<file path="config.mk">
export PLATFORM = sky130hd
export DESIGN_NAME = vx_branch_resolver_flat
export DESIGN_NICKNAME = d
export VERILOG_FILES = /design/src/rtl/vx_branch_resolver_pkg.sv /design/src/rtl/vx_branch_resolver_if.sv /design/src/rtl/vx_branch_resolver_rr_arb.sv /design/src/rtl/vx_branch_resolver.sv /design/src/flat_wrapper.sv
export SDC_FILE = /design/constraint.sdc
export NUM_CORES = 1
export LEC_CHECK = 0
export ABC_AREA = 1
export CAP_MARGIN = 20
export CORE_MARGIN = 1
export CORE_UTILIZATION = 50
export CTS_BUF_LIST = sky130_fd_sc_hd__clkbuf_4 sky130_fd_sc_hd__clkbuf_8
export CTS_CLUSTER_DIAMETER = 40
export CTS_CLUSTER_SIZE = 24
export DETAILED_ROUTE_END_ITERATION = 6
export MAX_ROUTING_LAYER = met4
export PLACE_DENSITY = 0.71
export SLEW_MARGIN = 30
export SYNTH_ARGS = -nofsm -noshare
export SYNTH_HDL_FRONTEND = slang
export SYNTH_HIERARCHICAL = 1
export SYNTH_SLANG_ARGS = --single-unit
</file>
<file path="constraint.sdc">
create_clock -name clk -period 2.94 [get_ports clk]
set_clock_uncertainty 0.2 [all_clocks]
set_input_delay 0.588 -clock clk [delete_from_list [all_inputs] [get_ports clk]]
set_output_delay 0.588 -clock clk [all_outputs]
set_load 0.01 [all_outputs]
</file>
<file path="src/rtl/vx_branch_resolver_pkg.sv">
// Shared types for the per-warp branch resolution tracker.
package vx_branch_resolver_pkg;

  localparam int BR_STATE_BITS = 2;

  typedef enum logic [BR_STATE_BITS-1:0] {
    BR_STATE_IDLE     = 2'd0,
    BR_STATE_WAIT     = 2'd1,
    BR_STATE_RESOLVED = 2'd2
  } br_state_e;

  // Index width that never collapses to zero for single-entry tables.
  function automatic int br_idx_width(input int n);
    return (n > 1) ? $clog2(n) : 1;
  endfunction

endpackage

</file>
<file path="src/rtl/vx_branch_resolver_if.sv">
// Redirect channel from the branch resolver to fetch (valid/ready handshake).
interface vx_branch_resolver_if
  import vx_branch_resolver_pkg::*;
#(
  parameter int NW_WIDTH = 2,
  parameter int PC_BITS  = 30
);

  logic                valid;
  logic                ready;
  logic [NW_WIDTH-1:0] wid;
  logic                taken;
  logic [PC_BITS-1:0]  pc;

  modport master (output valid, wid, taken, pc, input ready);
  modport slave  (input valid, wid, taken, pc, output ready);

endinterface

</file>
<file path="src/rtl/vx_branch_resolver_rr_arb.sv">
// Round-robin arbiter; priority moves just past the winner whenever a grant is consumed.
module vx_branch_resolver_rr_arb
  import vx_branch_resolver_pkg::*;
#(
  parameter  int NUM_REQS = 4,
  localparam int IDX_W    = br_idx_width(NUM_REQS)
) (
  input  logic                clk,
  input  logic                reset,
  input  logic [NUM_REQS-1:0] requests,
  input  logic                advance,
  output logic                grant_valid,
  output logic [IDX_W-1:0]    grant_idx
);

  logic [IDX_W-1:0] ptr_q;
  logic [IDX_W-1:0] cand;

  always_comb begin
    grant_valid = 1'b0;
    grant_idx   = '0;
    cand        = '0;
    for (int k = 0; k < NUM_REQS; k++) begin
      cand = IDX_W'((int'(ptr_q) + k) % NUM_REQS);
      if (!grant_valid && requests[cand]) begin
        grant_valid = 1'b1;
        grant_idx   = cand;
      end
    end
  end

  always_ff @(posedge clk or negedge reset) begin
    if (!reset) begin
      ptr_q <= '0;
    end else if (advance && grant_valid) begin
      ptr_q <= (int'(grant_idx) == NUM_REQS - 1) ? '0 : grant_idx + IDX_W'(1);
    end
  end

endmodule

</file>
<file path="src/rtl/vx_branch_resolver.sv">
// Per-warp branch tracker: stalls a warp at branch issue, captures the ALU outcome,
// and serialises resolutions to fetch through a registered redirect stage.
module vx_branch_resolver
  import vx_branch_resolver_pkg::*;
#(
  parameter  int NUM_WARPS = 4,
  parameter  int NUM_SRCS  = 1,
  parameter  int PC_BITS   = 30,
  localparam int NW_WIDTH  = br_idx_width(NUM_WARPS)
) (
  input  logic                         clk,
  input  logic                         reset,
  input  logic                         issue_valid,
  input  logic [NW_WIDTH-1:0]          issue_wid,
  input  logic [NUM_SRCS-1:0]          br_valid,
  input  logic [NUM_SRCS*NW_WIDTH-1:0] br_wid,
  input  logic [NUM_SRCS-1:0]          br_taken,
  input  logic [NUM_SRCS*PC_BITS-1:0]  br_dest,
  vx_branch_resolver_if.master         redirect,
  output logic [NUM_WARPS-1:0]         warp_stalled,
  output logic                         proto_err
);

  br_state_e           state_q [NUM_WARPS];
  br_state_e           state_d [NUM_WARPS];
  logic [NUM_WARPS-1:0] warp_taken;
  logic [PC_BITS-1:0]   warp_dest [NUM_WARPS];
  logic [NUM_WARPS-1:0] err_issue, err_res, err_dup;
  logic [NUM_WARPS-1:0] req_p0;
  logic                 load_p0, gnt_vld_p0;
  logic [NW_WIDTH-1:0]  gnt_idx_p0;
  logic                 vld_p1, taken_p1;
  logic [NW_WIDTH-1:0]  wid_p1;
  logic [PC_BITS-1:0]   pc_p1;
  logic                 err_q;

  for (genvar w = 0; w < NUM_WARPS; w++) begin : g_warp
    logic               hit, dup, sel_taken, cap;
    logic [PC_BITS-1:0] sel_dest;
    logic               accept_w, issue_w, e_iss;
    br_state_e          nxt;
    logic               taken_r;
    logic [PC_BITS-1:0] dest_r;

    // Lowest-index source claiming this warp wins; any further claimant is a violation.
    always_comb begin
      hit       = 1'b0;
      dup       = 1'b0;
      sel_taken = 1'b0;
      sel_dest  = '0;
      for (int j = 0; j < NUM_SRCS; j++) begin
        if (br_valid[j] && (br_wid[j*NW_WIDTH +: NW_WIDTH] == NW_WIDTH'(w))) begin
          if (hit) begin
            dup = 1'b1;
          end else begin
            hit       = 1'b1;
            sel_taken = br_taken[j];
            sel_dest  = br_dest[j*PC_BITS +: PC_BITS];
          end
        end
      end
    end

    assign accept_w = vld_p1 && redirect.ready && (wid_p1 == NW_WIDTH'(w));
    assign issue_w  = issue_valid && (issue_wid == NW_WIDTH'(w));
    assign cap      = hit && (state_q[w] == BR_STATE_WAIT);

    // Acceptance retires the warp before a same-cycle issue re-arms it.
    always_comb begin
      nxt   = state_q[w];
      e_iss = 1'b0;
      case (state_q[w])
        BR_STATE_IDLE: begin
          if (issue_w) nxt = BR_STATE_WAIT;
        end
        BR_STATE_WAIT: begin
          if (hit) nxt = BR_STATE_RESOLVED;
          e_iss = issue_w;
        end
        BR_STATE_RESOLVED: begin
          if (accept_w) nxt = issue_w ? BR_STATE_WAIT : BR_STATE_IDLE;
          else          e_iss = issue_w;
        end
        default: nxt = BR_STATE_IDLE;
      endcase
    end

    always_ff @(posedge clk) begin
      if (cap) begin
        taken_r <= sel_taken;
        dest_r  <= sel_dest;
      end
    end

    assign state_d[w]      = nxt;
    assign err_issue[w]    = e_iss;
    assign err_res[w]      = hit && (state_q[w] != BR_STATE_WAIT);
    assign err_dup[w]      = dup;
    assign warp_taken[w]   = taken_r;
    assign warp_dest[w]    = dest_r;
    assign warp_stalled[w] = (state_q[w] != BR_STATE_IDLE);
    assign req_p0[w]       = (state_q[w] == BR_STATE_RESOLVED) &&
                             !(vld_p1 && (wid_p1 == NW_WIDTH'(w)));
  end

  always_ff @(posedge clk or negedge reset) begin
    if (!reset) begin
      for (int i = 0; i < NUM_WARPS; i++) state_q[i] <= BR_STATE_IDLE;
    end else begin
      for (int i = 0; i < NUM_WARPS; i++) state_q[i] <= state_d[i];
    end
  end

  // ---- p0: arbitration over resolved warps not already held in the output stage
  assign load_p0 = !vld_p1 || redirect.ready;

  vx_branch_resolver_rr_arb #(
    .NUM_REQS (NUM_WARPS)
  ) u_arb (
    .clk         (clk),
    .reset       (reset),
    .requests    (req_p0),
    .advance     (load_p0),
    .grant_valid (gnt_vld_p0),
    .grant_idx   (gnt_idx_p0)
  );

  // ---- p1: registered redirect stage presented to fetch
  always_ff @(posedge clk or negedge reset) begin
    if (!reset) begin
      vld_p1   <= 1'b0;
      wid_p1   <= '0;
      taken_p1 <= 1'b0;
      pc_p1    <= '0;
    end else if (load_p0) begin
      vld_p1 <= gnt_vld_p0;
      if (gnt_vld_p0) begin
        wid_p1   <= gnt_idx_p0;
        taken_p1 <= warp_taken[gnt_idx_p0];
        pc_p1    <= warp_dest[gnt_idx_p0];
      end
    end
  end

  always_ff @(posedge clk or negedge reset) begin
    if (!reset) err_q <= 1'b0;
    else        err_q <= err_q | (|err_issue) | (|err_res) | (|err_dup);
  end

  assign redirect.valid = vld_p1;
  assign redirect.wid   = wid_p1;
  assign redirect.taken = taken_p1;
  assign redirect.pc    = pc_p1;
  assign proto_err      = err_q;

  a_hold_stable: assert property (@(posedge clk) disable iff (!reset)
    (vld_p1 && !redirect.ready) |=>
      (vld_p1 && $stable(wid_p1) && $stable(pc_p1) && $stable(taken_p1)));

  a_held_is_resolved: assert property (@(posedge clk) disable iff (!reset)
    vld_p1 |-> (state_q[wid_p1] == BR_STATE_RESOLVED));

endmodule

</file>
<file path="src/flat_wrapper.sv">
// flat-port wrapper written by rule: the top's interface ports become plain ports
module vx_branch_resolver_flat import vx_branch_resolver_pkg::*;
#(
  parameter  int NUM_WARPS = 4,
  parameter  int NUM_SRCS  = 1,
  parameter  int PC_BITS   = 30,
  localparam int NW_WIDTH  = br_idx_width(NUM_WARPS)
)
  (clk, reset, issue_valid, issue_wid, br_valid, br_wid, br_taken, br_dest, warp_stalled, proto_err, redirect_valid, redirect_wid, redirect_taken, redirect_pc, redirect_ready);
  vx_branch_resolver_if #(.NW_WIDTH(2), .PC_BITS(PC_BITS)) redirect_i ();
  input  logic clk;
  input  logic reset;
  input  logic issue_valid;
  input  logic [NW_WIDTH-1:0] issue_wid;
  input  logic [NUM_SRCS-1:0] br_valid;
  input  logic [NUM_SRCS*NW_WIDTH-1:0] br_wid;
  input  logic [NUM_SRCS-1:0] br_taken;
  input  logic [NUM_SRCS*PC_BITS-1:0] br_dest;
  output logic [NUM_WARPS-1:0] warp_stalled;
  output logic proto_err;
  output wire logic [$bits(redirect_i.valid)-1:0] redirect_valid;
  output wire logic [$bits(redirect_i.wid)-1:0] redirect_wid;
  output wire logic [$bits(redirect_i.taken)-1:0] redirect_taken;
  output wire logic [$bits(redirect_i.pc)-1:0] redirect_pc;
  input wire logic [$bits(redirect_i.ready)-1:0] redirect_ready;
  assign redirect_valid = redirect_i.valid;
  assign redirect_wid = redirect_i.wid;
  assign redirect_taken = redirect_i.taken;
  assign redirect_pc = redirect_i.pc;
  assign redirect_i.ready = redirect_ready;
  vx_branch_resolver #(.NUM_WARPS(NUM_WARPS), .NUM_SRCS(NUM_SRCS), .PC_BITS(PC_BITS)) u_core (.clk(clk), .reset(reset), .issue_valid(issue_valid), .issue_wid(issue_wid), .br_valid(br_valid), .br_wid(br_wid), .br_taken(br_taken), .br_dest(br_dest), .redirect(redirect_i), .warp_stalled(warp_stalled), .proto_err(proto_err));
endmodule
</file>
Yosys cells after proc, flatten, opt, wreduce, memory -nomap -nowiden

Index checks and enable logic that the tools add are counted.

Flip-flop bits (word level): 169
Bits in latches: 0
Memory bits (writable): 0
ROM bits: 0
Input port bits: 40
Output and inout bits: 39
Word-level logic and storage cells: 179
Memories: 0

Add/sub/neg operators: 4
Multiply operators: 0
Div/mod/pow operators: 0
Magnitude comparators: 6
Eq/ne operators: 34
Shift operators: 0
Muxes and demuxes: 54
Bitwise operators: 3
Reduce and logical (&&, ||, !) cells: 60

Operators with widths:

| operator                                                                      | count |
|---|---|
| 30-bit binary-select mux with 2-bit select                                    | 1 |
| 30-bit two-way mux                                                            | 2 |
| 2-bit two-way mux                                                             | 17 |
| 1-bit logical AND                                                             | 33 |
| 2-bit by 1-bit inequality test with 1-bit output (second input constant)      | 16 |
| 2-bit case mux with 3 select lines                                            | 4 |
| 1-bit two-way mux                                                             | 21 |
| 2-bit == test (second input constant)                                         | 10 |
| 2-bit by 1-bit == test with 1-bit output (second input constant)              | 8 |
| 2-bit by 3-bit less-than comparator with 1-bit output (second input constant) | 5 |
| 2-bit logical NOT                                                             | 7 |
| 3-bit AND reduction                                                           | 4 |
| 1-bit binary-select mux with 2-bit select                                     | 5 |
| 1-bit logical NOT                                                             | 8 |
| 1-bit case mux with 2 select lines                                            | 4 |
| 2-bit nonzero test                                                            | 4 |
| 4-bit OR reduction                                                            | 2 |
| 2-bit by 1-bit adder with 2-bit output (second input constant)                | 2 |
| 2-bit adder (second input constant)                                           | 2 |
| 3-bit greater-or-equal comparator (second input constant)                     | 1 |
| 2-bit inverter with 3-bit output                                              | 1 |
| 1-bit bitwise OR                                                              | 2 |
| 2-bit AND reduction                                                           | 1 |
| 1-bit logical OR                                                              | 1 |

Logic depth before layout (Yosys ltp)

Word-level depth: 20
Depth in mapped cells: 21
Depth with buffers taken out: 19

Hierarchy

The synthesis kept the hierarchy.

Modules (own cells, without submodules):

| module                    | instances | cells each | area each (um2) | seq. area each (um2) |
|---|---|---|---|---|
| vx_branch_resolver        | 1         | 759        | 7469.7          | 4799.6 |
| vx_branch_resolver_rr_arb | 1         | 68         | 380.4           | 50.0 |

Worst setup path before layout

Ideal clock, no wire load.

Kind: input -> register
Start point: in br_valid
End point: reg u_core.g_warp[1].dest_r[0] (enable)
Library setup time: 0.419 ns
Arrival time: 2.457 ns
Required time: 2.321 ns
Path slack: -0.136 ns
Stages on the path: 4
Path buffers: 2
Cells stage by stage: clkbuf_2 > nand3_1 > clkbuf_1 > nor2_1

Word-level cells in the longest chain between the ends: 3

RTL lines:

| element                  | line                     | source |
|---|---|---|
| start, declared          | flat_wrapper.sv:15       | `input logic [NUM_SRCS-1:0] br_valid;` |
| 1-bit logical AND        | vx_branch_resolver.sv:52 | `if (br_valid[j] && (br_wid[j*NW_WIDTH +: NW_WIDTH] == NW_WIDTH'(w))) begin` |
| 1-bit two-way mux        | vx_branch_resolver.sv:52 |  |
| 1-bit logical AND        | vx_branch_resolver.sv:66 | `assign cap = hit && (state_q[w] == BR_STATE_WAIT);` |
| via u_core.g_warp[1].cap | vx_branch_resolver.sv:38 | `logic hit, dup, sel_taken, cap;` |
| end signal, assigned     | vx_branch_resolver.sv:91 | `dest_r <= sel_dest;` |
| end, declared            | vx_branch_resolver.sv:43 | `logic [PC_BITS-1:0] dest_r;` |

The timed path passes the listed nets, and every way through them passes these cells.
A chain may end at the register's enable or synchronous reset.

Final worst setup path

Start point: reg u_core/state_q[0] in the netlist's numbering
End point: reg u_core.pc_p1[11] (netlist: u_core/redirect.pc[11])

Word-level cells in the longest chain between the ends: 18
Elaborated cells between the ends (all ways): 29
Classes of those cells: eq/ne (1); mux (19); bitwise (1); reduce/logical (8)

RTL lines:

| element                                                  | line                            | source |
|---|---|---|
| start, declared                                          | vx_branch_resolver.sv:24        | `br_state_e state_q [NUM_WARPS];` |
| 2-bit == test *                                          | vx_branch_resolver.sv:102       | `assign req_p0[w] = (state_q[w] == BR_STATE_RESOLVED) &&` |
| 1-bit logical AND *                                      | vx_branch_resolver.sv:102       |  |
| via u_core.req_p0[3]                                     | vx_branch_resolver.sv:29        | `logic [NUM_WARPS-1:0] req_p0;` |
| 1-bit binary-select mux with 2-bit select                | vx_branch_resolver_rr_arb.sv:25 | `if (!grant_valid && requests[cand]) begin` |
| 1-bit two-way mux (not written as such)                  | vx_branch_resolver_rr_arb.sv:25 |  |
| 1-bit two-way mux                                        | vx_branch_resolver_rr_arb.sv:25 |  |
| 1-bit logical NOT                                        | vx_branch_resolver_rr_arb.sv:25 |  |
| 1-bit logical AND                                        | vx_branch_resolver_rr_arb.sv:25 |  |
| (+3 left out)                                            | n/a                             |  |
| 1-bit two-way mux                                        | vx_branch_resolver_rr_arb.sv:25 |  |
| 1-bit logical NOT                                        | vx_branch_resolver_rr_arb.sv:25 |  |
| 1-bit logical AND                                        | vx_branch_resolver_rr_arb.sv:25 |  |
| 2-bit two-way mux *                                      | vx_branch_resolver_rr_arb.sv:25 |  |
| via u_core.gnt_idx_p0[0]                                 | vx_branch_resolver.sv:31        | `logic [NW_WIDTH-1:0] gnt_idx_p0;` |
| 2-bit inverter with 3-bit output (not written as such) * | vx_branch_resolver.sv:140       | `pc_p1 <= warp_dest[gnt_idx_p0];` |
| 30-bit binary-select mux with 2-bit select *             | vx_branch_resolver.sv:140       |  |
| 30-bit two-way mux (not written as such) * (2 in a row)  | vx_branch_resolver.sv:140       |  |
| end signal, assigned                                     | vx_branch_resolver.sv:140       |  |
| end, declared                                            | vx_branch_resolver.sv:34        | `logic [PC_BITS-1:0] pc_p1;` |

The timed path passes the listed nets; every way through them passes the cells marked *. The select of a mux whose other input is x is not followed.

==> reports/results.ini <==
[outcome]
status=finished, final reports clean

[sta]
hold_ws_ns=0.0557
max-slew-margin-rel_pct=54.7
setup_ws_ns=0.160
finalHoldViolCount=0
min_period_over_period_pct=94.5
setup_tns_ns=0
report.final.setup_viol=0
worst-slew-pin-transition_ns=0.679
clock.fmax_mhz=360
slew_viol_final=0
min_cycle_time_layout_ns=2.78

[logic_synthesis]
synth_flop_cell=sky130_fd_sc_hd__edfxtp_1
synth_area_per_cell_um2=9.49
synth.largest_area_cell=sky130_fd_sc_hd__edfxtp_1
post-synth-top-area-fraction_pct=47.4
netlist_instances=827
post_synth_num_cell_types=28
yosysMostFrequentCell=sky130_fd_sc_hd__nor2_1
seq_area_frac_synth_pct=61.8
post_syn_area_mm2=0.00785
synth_edf_count=124
synth_top_cells_by_area=sky130_fd_sc_hd__edfxtp_1 (47%), sky130_fd_sc_hd__dfrtp_1 (14%), sky130_fd_sc_hd__nor2_1 (12%), sky130_fd_sc_hd__nand2_1 (5.7%), sky130_fd_sc_hd__o21ai_0 (4.4%)
netlist_top_cells_count=sky130_fd_sc_hd__nor2_1 (244), sky130_fd_sc_hd__edfxtp_1 (124), sky130_fd_sc_hd__nand2_1 (119)
post_synthesis_mux_area_share_pct=0
largest_family_of_logic_cells_by_synthesized_area=simple AND/OR/NAND/NOR gates
synthesis.yosys.warnings=6
synth_compound_area_share_pct=8.22
asyncSetResetFlopFracSynth_pct=26.6
share_of_the_synthesized_netlist_area_taken_by_xor_and_xnor_gates_pct=0
synth-seq-cells=169
synth_simple_gate_area_share_pct=20.4
synth.net_count=887
post_synth_fa_ha_maj_area_fraction_pct=3.19

[setup_path]
rr_endpoint=u_core/redirect.pc[11]$_DFFE_PN0P_
worst_path_most_repeated_cell=sky130_fd_sc_hd__nand2_1
timing.critical_path.to_type=register
worst_path_max_delay_cell=sky130_fd_sc_hd__dfrtp_1
r2r_setup_slk_ns=0.16
critPathMaxStageDelay_ns=0.42
cp_cell_sequence=inv_2 > ha_2 > o21ai_0 > inv_1 > inv_1 > nand2_1 > nand3_1 > nand2_2 > nand2_1 > nand2_1 > nand2_1 > nand2_2 > a31oi_4 > inv_2 > buf_12 > o21ai_0 > o22ai_1 > nand2_1 > nand2_1
setup.worst_path.class=reg -> reg
cp_top_family=simple AND/OR/NAND/NOR gates
crit-reg2reg-launch=u_core/state_q[0]$_DFFE_PN0P_
timing.critical_path.arrival_ns=2.94
startpoint_type_of_the_worst_setup_path=register
cp_data_required_time_ns=3.10
worst-path-buf-inv=5
critPathMaxFanout=46
reg2regPathDepth=19

[floorplanning]
fp.dieH_um=127
die_w_um=127
die_area_mm2=0.0162
num_io_pins=79
core-area_mm2=0.0153
initial_utilization_pct=51.4
rows=45

[routing]
drc=0
postRouteAntennaNets=0
post_drt_via_cell_ratio=5.22
totalWireLength_um=18900
detail_route.wl_per_cell_um=16.5
drt_iter0_drc=507
drt_first_pass_iters=7
vias=5987

[clock_network]
insertion_delay_of_the_later_clocked_pin_in_the_worst_skew_pair_ns=0.46
cts_tree=done
cts_root_buf=sky130_fd_sc_hd__clkbuf_8
cts.clk_slew.worst_paths_ns=0.10
cts_made_buffers=17
cts.sink_count=169
cts.hold.buffers_added=0
cts.htree.levels=4
cts_buffer_depth=2

[layout]
flow.area_growth_from_synthesis_pct=22.0
drive_gt1_share_pct=11.7
finish.net_count=984
final_cell_count_no_fill=1148
final_design_area_no_fill_mm2=0.00958
antenna_cells_inserted=0

[grt]
grt_first_pass_wirelength_um=28800
grt_pass1_vias=5609
globalRouteTotalUtil_pct=24.3
overflow=0
grt_max_degree=55
grt_antenna_before_repair=0

[worst_hold_path]
worst_min_delay_path_class=in -> async

[placement]
finalWeightedCongestion=0.831
io_buffers=78
dpl.cell_count=1101
post-place-ws_ns=0.118
post-dp-hpwl_um=10500
cell_area_reported_after_detailed_placement_mm2=0.00902

[job]
cap_viol_max_count=0

[pwr]
internal_power_mw=6.72
power_density_mw_per_mm2=1300
comb_power_share_pct=61.3
static-leakage-power_nw=3.98
p_sw_mw=5.71
power.share.sequential_pct=26.5
clkPwrFrac_pct=12.2
power_switching_share_pct=45.9
power.ir.vdd_worst_v=0.00135

==> power groups by stage <==
stage	Combinational, mW	Clock, mW	Sequential [mW]
floorplan	4.41	0	3.36
global placement	6.59	0	3.34
detailed placement	6.76	0	3.33
CTS	6.77	1.54	3.29
global route	8.41	1.64	3.33
finish	7.62	1.51	3.29
==> per-layer routing <==
layer | up-vias | part of all wire [%] | global-route usage (%)
li1 | 2885 | - | -
met1 | 2850 | 43 | 31.4
met2 | 234 | 49 | 39.6
met3 | 18 | 6.5 | 4.48
met4 | 0 | 1.1 | 6.79
met5 | - | 0 | -
==> logic make-up after synthesis <==
| group | after synthesis |
|---|---|
| buffers and inverters | 120 |
| AOI/OAI and AO/OA | 118 |
| adders and majority gates | 20 |
| DFF | 169 |
| and+or+nand+nor | 400 |
==> final cells by class <==
class                      count  area (µm²)
fill                        1268        5680
sequential                   169        4850
multi-input combinational    538        2580
timing repair buffer         117        1220
inverter                      81         307
clock buffer                  21         264
tap                          211         264
clock inverter                11        91.3
==> flip-flops by register name (all words and copies together) (netlist names) <==
signal                 cells
u_core/g_warp.dest_r     120
u_core/redirect.taken      1
u_core/g_warp.taken_r      4
u_core/redirect.wid        2
u_core/redirect.pc        30
u_core/proto_err           1
u_core/state_q             8
u_core/u_arb/ptr_q         2
u_core/redirect.valid      1
==> repair_timing <==
item                       in CTS  in global routing
setup endpoints to repair       0                 33
gates resized for setup         0                 24
setup buffers                   0                 11
==> placed cells by master (no fill, tap or decap), drive strengths merged, types with 5 or more instances in the layout <==
cell type and count:
clkinvlp 5, nor2 245, o22ai 18, o21ai 77
clkdlybuf4s50 77, edfxtp 124, dfrtp 45, o21bai 5
nand2 129, buf 38, inv 86, clkbuf 23
ha 20, a31oi 14, nand3 21
==> how the worst max path moves through the flow <==
| stage | to | from | cells past startpoint | slack (ns) |
|---|---|---|---|---|
| 6_report | u_core/redirect.pc[11]$_DFFE_PN0P_ | u_core/state_q[0]$_DFFE_PN0P_ | 19 | 0.16 |
| 5_1_grt | u_core/redirect.pc[4]$_DFFE_PN0P_ | u_core/state_q[0]$_DFFE_PN0P_ | 19 | -0.02 |
| 3_5_place_dp | u_core/redirect.pc[9]$_DFFE_PN0P_ | u_core/state_q[6]$_DFFE_PN0P_ | 16 | 0.12 |
| 3_3_place_gp | u_core/redirect.pc[16]$_DFFE_PN0P_ | u_core/state_q[6]$_DFFE_PN0P_ | 16 | 0.24 |
| 4_1_cts | u_core/redirect.pc[9]$_DFFE_PN0P_ | u_core/state_q[6]$_DFFE_PN0P_ | 16 | 0.11 |
| 2_1_floorplan | u_core/redirect.pc[15]$_DFFE_PN0P_ | u_core/state_q[6]$_DFFE_PN0P_ | 18 | 0.36 |
==> stage by stage <==
| stage | utilization (%) | power (mW) |
|---|---|---|
| after floorplan | - | 7.76 |
| after global placement | 59.1 | 9.93 |
| after detailed placement | 59.1 | 10.1 |
| after CTS | 61.5 | 11.6 |
| after global routing | 62.8 | 13.4 |
| final | 62.8 | 12.4 |
(Power assumes the default switching activity.)
